--- src/rtl/common_pkg.sv ---
// rtl/common_pkg.sv - shared Wishbone widths and bus arbiter state type
//
// Purpose: common constants and types imported by the Wishbone arbiter slice.
// Ports:   none (package).
package common_pkg;

  localparam int WB_ADDR_WIDTH = 16;
  localparam int WB_DATA_WIDTH = 8;

  typedef enum logic [1:0] {
    IDLE  = 2'd0,
    OWN   = 2'd1,
    ABORT = 2'd2
  } arb_state_t;

endpackage

--- src/rtl/wb_bus_arbiter_rr_picker.sv ---
// rtl/wb_bus_arbiter_rr_picker.sv - combinational two-class round-robin winner picker
//
// Purpose: selects one requester. Requesters whose priority bit is set win
//          over all others; within the winning class the first requester
//          strictly after the last owner (wrapping) is chosen.
// Ports:   i_req        request vector (one bit per master)
//          i_prio_mask  priority class membership
//          i_last       index of the previous owner
//          o_grant      one-hot winner, zero when nothing is requested
module rr_picker #(
  parameter int N  = 3,
  parameter int IW = 2
) (
  input  logic [N-1:0]  i_req,
  input  logic [N-1:0]  i_prio_mask,
  input  logic [IW-1:0] i_last,
  output logic [N-1:0]  o_grant
);

  logic [N-1:0]  w_hi;
  logic [N-1:0]  w_class;
  logic [IW-1:0] w_idx;
  logic          w_found;

  always_comb begin
    w_hi    = i_req & i_prio_mask;
    // Fall back to the low class only when no priority master is asking.
    w_class = (|w_hi) ? w_hi : i_req;
    o_grant = '0;
    w_idx   = '0;
    w_found = 1'b0;
    // k = N wraps back onto the last owner itself, so it is considered last.
    for (int k = 1; k <= N; k++) begin
      w_idx = IW'((int'(i_last) + k) % N);
      if (!w_found && w_class[w_idx]) begin
        o_grant[w_idx] = 1'b1;
        w_found        = 1'b1;
      end
    end
  end

endmodule

--- src/rtl/wb_bus_arbiter.sv ---
// rtl/wb_bus_arbiter.sv - Wishbone N-master arbiter with per-tenure watchdog
//
// Purpose: shares one Wishbone slave path between CPU (0), video (1) and SPI
//          host (2). A tenure lasts for the owner's whole CYC; a watchdog
//          aborts the tenure with an ERR pulse if the slave never ACKs.
// Ports:   wb_clk_i/wb_rst_i   clock, synchronous active-high reset
//          m_cyc_i/m_stb_i/m_we_i/m_addr_i/m_dat_i  master requests (packed per master)
//          m_dat_o             slave read data broadcast to all masters
//          m_ack_o/m_err_o     ACK / watchdog ERR routed to the owner only
//          m_stall_o           high for non-owners, slave STALL for the owner
//          s_cyc_o/s_stb_o/s_we_o/s_addr_o/s_dat_o  muxed slave-side request
//          s_dat_i/s_ack_i/s_stall_i               slave response
//          grant_o             one-hot current owner, zero when idle
module wb_bus_arbiter
  import common_pkg::*;
#(
  parameter int                     NUM_MASTERS    = 3,
  parameter logic [NUM_MASTERS-1:0] PRIORITY_MASK  = 3'b010,
  parameter int                     TIMEOUT_CYCLES = 64
) (
  input  logic                                   wb_clk_i,
  input  logic                                   wb_rst_i,
  input  logic [NUM_MASTERS-1:0]                 m_cyc_i,
  input  logic [NUM_MASTERS-1:0]                 m_stb_i,
  input  logic [NUM_MASTERS-1:0]                 m_we_i,
  input  logic [NUM_MASTERS*WB_ADDR_WIDTH-1:0]   m_addr_i,
  input  logic [NUM_MASTERS*WB_DATA_WIDTH-1:0]   m_dat_i,
  output logic [WB_DATA_WIDTH-1:0]               m_dat_o,
  output logic [NUM_MASTERS-1:0]                 m_ack_o,
  output logic [NUM_MASTERS-1:0]                 m_err_o,
  output logic [NUM_MASTERS-1:0]                 m_stall_o,
  output logic                                   s_cyc_o,
  output logic                                   s_stb_o,
  output logic                                   s_we_o,
  output logic [WB_ADDR_WIDTH-1:0]               s_addr_o,
  output logic [WB_DATA_WIDTH-1:0]               s_dat_o,
  input  logic [WB_DATA_WIDTH-1:0]               s_dat_i,
  input  logic                                   s_ack_i,
  input  logic                                   s_stall_i,
  output logic [NUM_MASTERS-1:0]                 grant_o
);

  localparam int IW = (NUM_MASTERS > 1) ? $clog2(NUM_MASTERS) : 1;
  localparam int CW = $clog2(TIMEOUT_CYCLES + 1);

  arb_state_t             r_state;
  logic [NUM_MASTERS-1:0] r_grant;
  logic [IW-1:0]          r_last;
  logic [CW-1:0]          r_wdog;

  logic [NUM_MASTERS-1:0] w_win;
  logic [IW-1:0]          w_win_idx;
  logic                   w_own_cyc;
  logic                   w_own_stb;
  logic                   w_timeout;

  rr_picker #(
    .N  (NUM_MASTERS),
    .IW (IW)
  ) u_picker (
    .i_req       (m_cyc_i),
    .i_prio_mask (PRIORITY_MASK),
    .i_last      (r_last),
    .o_grant     (w_win)
  );

  always_comb begin
    w_win_idx = '0;
    for (int k = 0; k < NUM_MASTERS; k++) begin
      if (w_win[k]) w_win_idx = IW'(k);
    end
  end

  // r_grant is zero outside OWN, so the mux idles at zero without a state check.
  always_comb begin
    s_addr_o = '0;
    s_dat_o  = '0;
    s_we_o   = 1'b0;
    for (int k = 0; k < NUM_MASTERS; k++) begin
      if (r_grant[k]) begin
        s_addr_o = m_addr_i[k*WB_ADDR_WIDTH +: WB_ADDR_WIDTH];
        s_dat_o  = m_dat_i[k*WB_DATA_WIDTH +: WB_DATA_WIDTH];
        s_we_o   = m_we_i[k];
      end
    end
  end

  assign w_own_cyc = |(m_cyc_i & r_grant);
  assign w_own_stb = |(m_stb_i & r_grant);

  // Fires on the TIMEOUT_CYCLES-th waiting cycle; an ACK in that cycle wins.
  assign w_timeout = w_own_cyc & w_own_stb & ~s_ack_i &
                     (r_wdog == CW'(TIMEOUT_CYCLES - 1));

  assign s_cyc_o   = w_own_cyc;
  assign s_stb_o   = w_own_cyc & w_own_stb;
  assign m_dat_o   = s_dat_i;
  assign m_ack_o   = r_grant & {NUM_MASTERS{s_ack_i}};
  assign m_err_o   = r_grant & {NUM_MASTERS{w_timeout}};
  assign m_stall_o = ~r_grant | (r_grant & {NUM_MASTERS{s_stall_i}});
  assign grant_o   = r_grant;

  always_ff @(posedge wb_clk_i) begin
    if (wb_rst_i) begin
      r_state <= IDLE;
      r_grant <= '0;
      r_last  <= IW'(NUM_MASTERS - 1);
      r_wdog  <= '0;
    end else begin
      case (r_state)
        IDLE: begin
          r_wdog <= '0;
          if (|m_cyc_i) begin
            r_state <= OWN;
            r_grant <= w_win;
            r_last  <= w_win_idx;
          end
        end
        OWN: begin
          if (w_timeout) begin
            r_state <= ABORT;
            r_grant <= '0;
            r_wdog  <= '0;
          end else if (!w_own_cyc) begin
            r_state <= IDLE;
            r_grant <= '0;
            r_wdog  <= '0;
          end else if (w_own_stb && !s_ack_i) begin
            if (r_wdog != CW'(TIMEOUT_CYCLES)) r_wdog <= r_wdog + 1'b1;
          end else begin
            r_wdog <= '0;
          end
        end
        ABORT: begin
          r_state <= IDLE;
          r_grant <= '0;
          r_wdog  <= '0;
        end
        default: begin
          r_state <= IDLE;
          r_grant <= '0;
          r_wdog  <= '0;
        end
      endcase
    end
  end

endmodule

--- config.mk ---
export PLATFORM = sky130hd
export DESIGN_NAME = wb_bus_arbiter
export DESIGN_NICKNAME = d
export VERILOG_FILES = /design/src/rtl/common_pkg.sv /design/src/rtl/wb_bus_arbiter_rr_picker.sv /design/src/rtl/wb_bus_arbiter.sv
export SDC_FILE = /design/constraint.sdc
export NUM_CORES = 1
export LEC_CHECK = 0
export CAP_MARGIN = 5
export CORE_ASPECT_RATIO = 1.25
export CORE_UTILIZATION = 30
export CTS_CLUSTER_SIZE = 8
export DETAILED_ROUTE_END_ITERATION = 8
export HOLD_SLACK_MARGIN = 0.08
export PLACE_DENSITY_LB_ADDON = 0.05
export SLEW_MARGIN = 20
export SYNTH_ARGS = -nofsm -noshare
export SYNTH_HDL_FRONTEND = slang
export SYNTH_HIERARCHICAL = 1
export SYNTH_SLANG_ARGS = --single-unit
export TNS_END_PERCENT = 100
--- constraint.sdc ---
create_clock -name wb_clk_i -period 5.42 [get_ports wb_clk_i]
set_input_delay 1.355 -clock wb_clk_i [delete_from_list [all_inputs] [get_ports wb_clk_i]]
set_output_delay 1.355 -clock wb_clk_i [all_outputs]
set_load 0.02 [all_outputs]
Word-level counts from Yosys, hierarchy flattened:

Index checks and enable logic that the tools add are counted.

* bits in registers: 14
* bits in latches: 0
* RAM bits: 0
* ROM bits: 0
* input port bits: 93
* output and inout port bits: 47
* word-level logic and storage cells: 91
* memories: 0

* add/subtract/negate cells: 4
* multiply operators: 0
* div/mod/pow operators: 3
* order comparisons: 6
* equality and inequality tests: 5
* shift operators: 0
* muxes and demuxes: 37
* bitwise operators: 16
* reduce and logical (&&, ||, !) cells: 16

Operator list (number)
* 32-bit by 3-bit modulo with 32-bit output, second input constant: 3
* 16-bit 2-to-1 mux: 3
* 8-bit 2-to-1 mux: 3
* 3-bit 2-to-1 mux: 7
* 3-bit AND: 5
* 1-bit 2-to-1 mux: 12
* 2-bit by 3-bit < comparator with 1-bit output, second input constant: 3
* 3-bit OR: 3
* 3-bit OR reduction: 3
* 2-bit 2-to-1 mux: 4
* 7-bit by 1-bit adder with 7-bit output, second input constant: 1
* 7-bit by 6-bit == test with 1-bit output, second input constant: 1
* 7-bit inequality test, second input constant: 1
* 2-bit by 2-bit adder with 3-bit output, second input constant: 2
* 1-bit binary-select mux with 2-bit select: 3
* 1-bit demux with 2-bit select: 3
* 2-bit by 1-bit greater-or-equal comparator with 1-bit output, second input constant: 3
* 1-bit logical AND: 6
* 3-bit case mux with 2 select lines: 1
* 5-bit OR reduction: 1
* 1-bit NOT: 4
* 2-bit case mux with 2 select lines: 1
* 2-bit AND reduction: 2
* 2-bit by 1-bit adder with 3-bit output, second input constant: 1
* 7 further kinds: 11

Longest topological paths before layout:

* depth in word-level cells: 13
* depth in mapped cells: 10
* mapped depth without buffers: 9

Modules after synthesis:

Netlist, hierarchy kept.

Modules (own cells, without submodules)
* wb_bus_arbiter: instances 1, cells an instance 180, area each 1223.7 µm²
* rr_picker: instances 1, cells an instance 51, area each 396.6 µm²

Worst setup path before layout:

No wires, ideal clock.

* kind: input to output
* start: in m_cyc_i[0]
* end: out m_err_o[0]
* data arrival time: 2.301 ns
* required time: 4.065 ns
* setup slack: 1.764 ns
* stages: 4
* path buffers: 0
* cell sequence: a222oi_1 -> nor3_1 -> nor2b_1 -> and2_1

* cells in the longest elaborated chain, start to end: 6

RTL lines
* from (decl): line wb_bus_arbiter.sv:23 `input logic [NUM_MASTERS-1:0] m_cyc_i,`
* 3-bit AND: line wb_bus_arbiter.sv:88 `assign w_own_cyc = |(m_cyc_i & r_grant);`
* 3-bit OR reduction: line wb_bus_arbiter.sv:88
* 1-bit AND (3 in series): line wb_bus_arbiter.sv:92 `assign w_timeout = w_own_cyc & w_own_stb & ~s_ack_i &`
* 3-bit AND: line wb_bus_arbiter.sv:99 `assign m_err_o = r_grant & {NUM_MASTERS{w_timeout}};`
* to (decl): line wb_bus_arbiter.sv:30 `output logic [NUM_MASTERS-1:0] m_err_o,`

Every way passes these cells.

Final worst setup path:

* start: in m_cyc_i[0]
* end: out m_err_o[2]

Same word-level chain as after synthesis.

==> results by group <==
Run status
  • Status: finished, final reports clean

Critical path
  • Arr. time, crit path: 3.35 ns
  • Critical path class: input pin to primary output
  • Critical path launch point type: input pin
  • Crit-path slowest cell: clkdlybuf4s50_1
  • CP max FO: 4
  • Most Frequent Cell on Critical Path: clkdlybuf4s50_1
  • Worst R2R Start: r_last[0]$_SDFFE_PP0P_
  • CP max stage delay: 0.61 ns
  • Critical path origin: m_cyc_i[0]
  • Crit path cell chain: clkdlybuf4s50_1 -> a222oi_1 -> buf_4 -> nor3_1 -> nor2b_1 -> and2_1 -> clkdlybuf4s50_1
  • Data required, critical path: 4.07 ns
  • CP Capture Type: primary output

STA
  • Slew headroom: 63.4%
  • Setup TNS: 0 ns
  • Final Hold Viols: 0
  • Worst slew pin tran: 0.545 ns
  • Finish-stage setup viols: 0
  • Achievable frequency: 212 MHz
  • Fin crit share: 86.8%
  • RSZ-0062 raised after global routing: no
  • Clock skew: 0.00126 ns
  • Final-report max-slew violation count: 0
  • Minimum clock period: 4.71 ns

Place
  • Placed Instances: 411
  • Port bufs: 123
  • Detail Placement HPWL: 4700 um
  • GPL Wtd Cong: 0.822

Detailed routing
  • # DRC: 0
  • Routed WL per cell: 14.5 um
  • Post-DR vias/cell: 5.02
  • Via count: 2,077
  • Initial detailed-routing violation count: 112
  • WL final: 6000 um
  • Routed Antenna Nets: 0
  • 1st-pass router iterations: 5

Clocking
  • CTS tree: done
  • CTS Buf Count: 3
  • # Post-CTS Setup Buffers: 0
  • Hold-fix buffers, CTS: 0
  • Max Buffers Root-to-Sink: 2
  • Resized cells post-CTS: 0
  • Clock root cell: clkbuf_8
  • H-tree Lvls: 1
  • CTS Sinks: 14
  • Worst-Skew Late Latency: 0.24 ns
  • Worst-path clk slew: 0.06 ns

GRT
  • Antenna violations before repair: 0
  • Global routing usage on met2: 36.5%
  • Global-route wire length before repair: 9320 um
  • GRT Total Usage: 20.7%
  • GR Util met3: 3.13%
  • Pin count of the biggest net entering global routing: 57
  • Vias in the first global route: 1,943
  • GRT overflow: 0
  • Met1 Use GR: 25.5%
  • Most used routing layer: met2

Layout
  • Ant diodes: 0
  • Layout cells sized above 1: 5.40%
  • Most common cell after layout, fill and taps aside: clkdlybuf4s50_1
  • Leading cell types in the layout, fill and taps excluded: clkdlybuf4s50_1, nand2_1, o21ai_0, a22oi_1
  • Final Non-Filler Cells: 414
  • Fill count: 508
  • NumNets Final: 453
  • Area grow syn2layout: 80.7%

Synth
  • Synth area leaders: dfxtp_1, a22oi_1, o21ai_0
  • Cells after Synth: 231
  • Post-Syn Area: 1620 um^2
  • Synth area leader: dfxtp_1
  • Sequential area share after synthesis: 17.3%
  • Top cell type's share of synthesized area: 17.3%
  • Synth warnings: 6
  • Avg Cell Area, Syn: 7.01 um^2
  • Synthesized flop and latch total: 14
  • Synth cell types: 44

Min path
  • Hold WC Path Type: flop to flop
  • Worst hold start: r_last[0]$_SDFFE_PP0P_

Floorplanning
  • Initial Util: 31.4%
  • Die Span Y: 84.2 um
  • CORE AREA: 5150 um^2
  • # IOs: 140
  • Cell Rows: 29
  • Die area: 5700 um^2
  • Die width: 67.7 um

Power
  • Max VDD drop: 0.147 mV
  • P_leak: 1.01 nW
  • PD cells: 133 nW/um^2

Job
  • Number of max-cap violations: 0
layout make-up:
| cell class | instances | area [um^2] | area share (%) |
|---|---|---|---|
| clock buffer | 3 | 41.3 | 1.41 |
| inverter | 9 | 33.8 | 1.15 |
| multi-input combinational | 196 | 1210 | 41.4 |
| sequential | 14 | 280 | 9.57 |
| tap | 62 | 77.6 | 2.65 |
| timing repair buffer | 130 | 1280 | 43.8 |
cells by family (layout without fill, tap and decap cells):
kind of cell,after synthesis,count (layout),share of synthesized area [%]
AO/OA/AOI/OAI,93,93,40.0
XOR/XNOR,5,5,2.70
adder cells (fa/ha/maj),6,6,4.63
buffers and inverters,33,142,10.9
flip-flops,14,14,17.3
multiplexers,2,2,1.24
other,2,14,0.463
AND/OR/NAND/NOR,76,76,22.8
layer usage:
layer | wire, um | share of wire (%)
met1 | 2550 | 42
met2 | 2990 | 50
met3 | 350 | 5.8
met4 | 111 | 1.8
met5 | 0 | 0
flip-flops by register name, indices dropped and copies added, names as in the netlist:
| signal | flops |
|---|---|
| r_wdog | 7 |
| r_last | 2 |
| r_state | 2 |
| grant_o | 3 |
metrics by stage:
step	setup WS (ns)	utilization [%]	total power [W]	hold slack (ns)	area, um^2
finish	0.713	56.8	0.000390	0.494	2930
global route	0.546	56.8	0.000415	0.528	2930
CTS	0.694	56.8	0.000390	0.500	2930
detailed placement	0.721	56.0	0.000306	0.492	2890
global placement	0.691	56.0	0.000305	0.483	2890
floorplan	1.76	-	0.000214	0.460	1670
cell usage after synthesis (all sizes together):
cell type,number
a2111oi,1
a211oi,4
a21oi,9
a222oi,2
a22oi,28
a311o,2
a31o,1
a31oi,1
a32o,2
and2,7
and2b,1
buf,16
clkbuf,8
conb,2
dfxtp,14
ha,6
inv,9
mux2i,2
nand2,32
nand2b,5
nand3,6
nand3b,4
nor2,12
nor2b,3
nor3,3
nor3b,1
nor4b,1
o2111ai,5
o211ai,1
o21a,1
o21ai,32
o311a,1
o31ai,2
o32ai,1
or3,1
xnor2,2
xor2,3
worst max-delay path, delay by kind of cell:
family          cells  cell delay, ns
buf+inv             3            1.27
simple gates        3            0.60
compound gates      1            0.12
path summary, 6_finish.rpt:
kind / depth (start not counted) / slack, ns / endpoint
max reg2reg: 9 / 2.83 / grant_o[1]$_SDFFE_PP0P_
min: 2 / 0.49 / r_last[0]$_SDFFE_PP0P_
max: 7 / 0.71 / m_err_o[2]
min reg2reg: 2 / 0.49 / r_last[0]$_SDFFE_PP0P_
power breakdown:
| part | internal (W) | switching [W] | total (W) |
|---|---|---|---|
| Clock | 0.0000490 | 0.0000347 | 0.0000838 |
| Combinational | 0.000110 | 0.0000866 | 0.000196 |
| Sequential | 0.000106 | 0.00000359 | 0.000110 |
| Total | 0.000265 | 0.000125 | 0.000390 |
No activity file was read; power rests on OpenSTA's default activity.
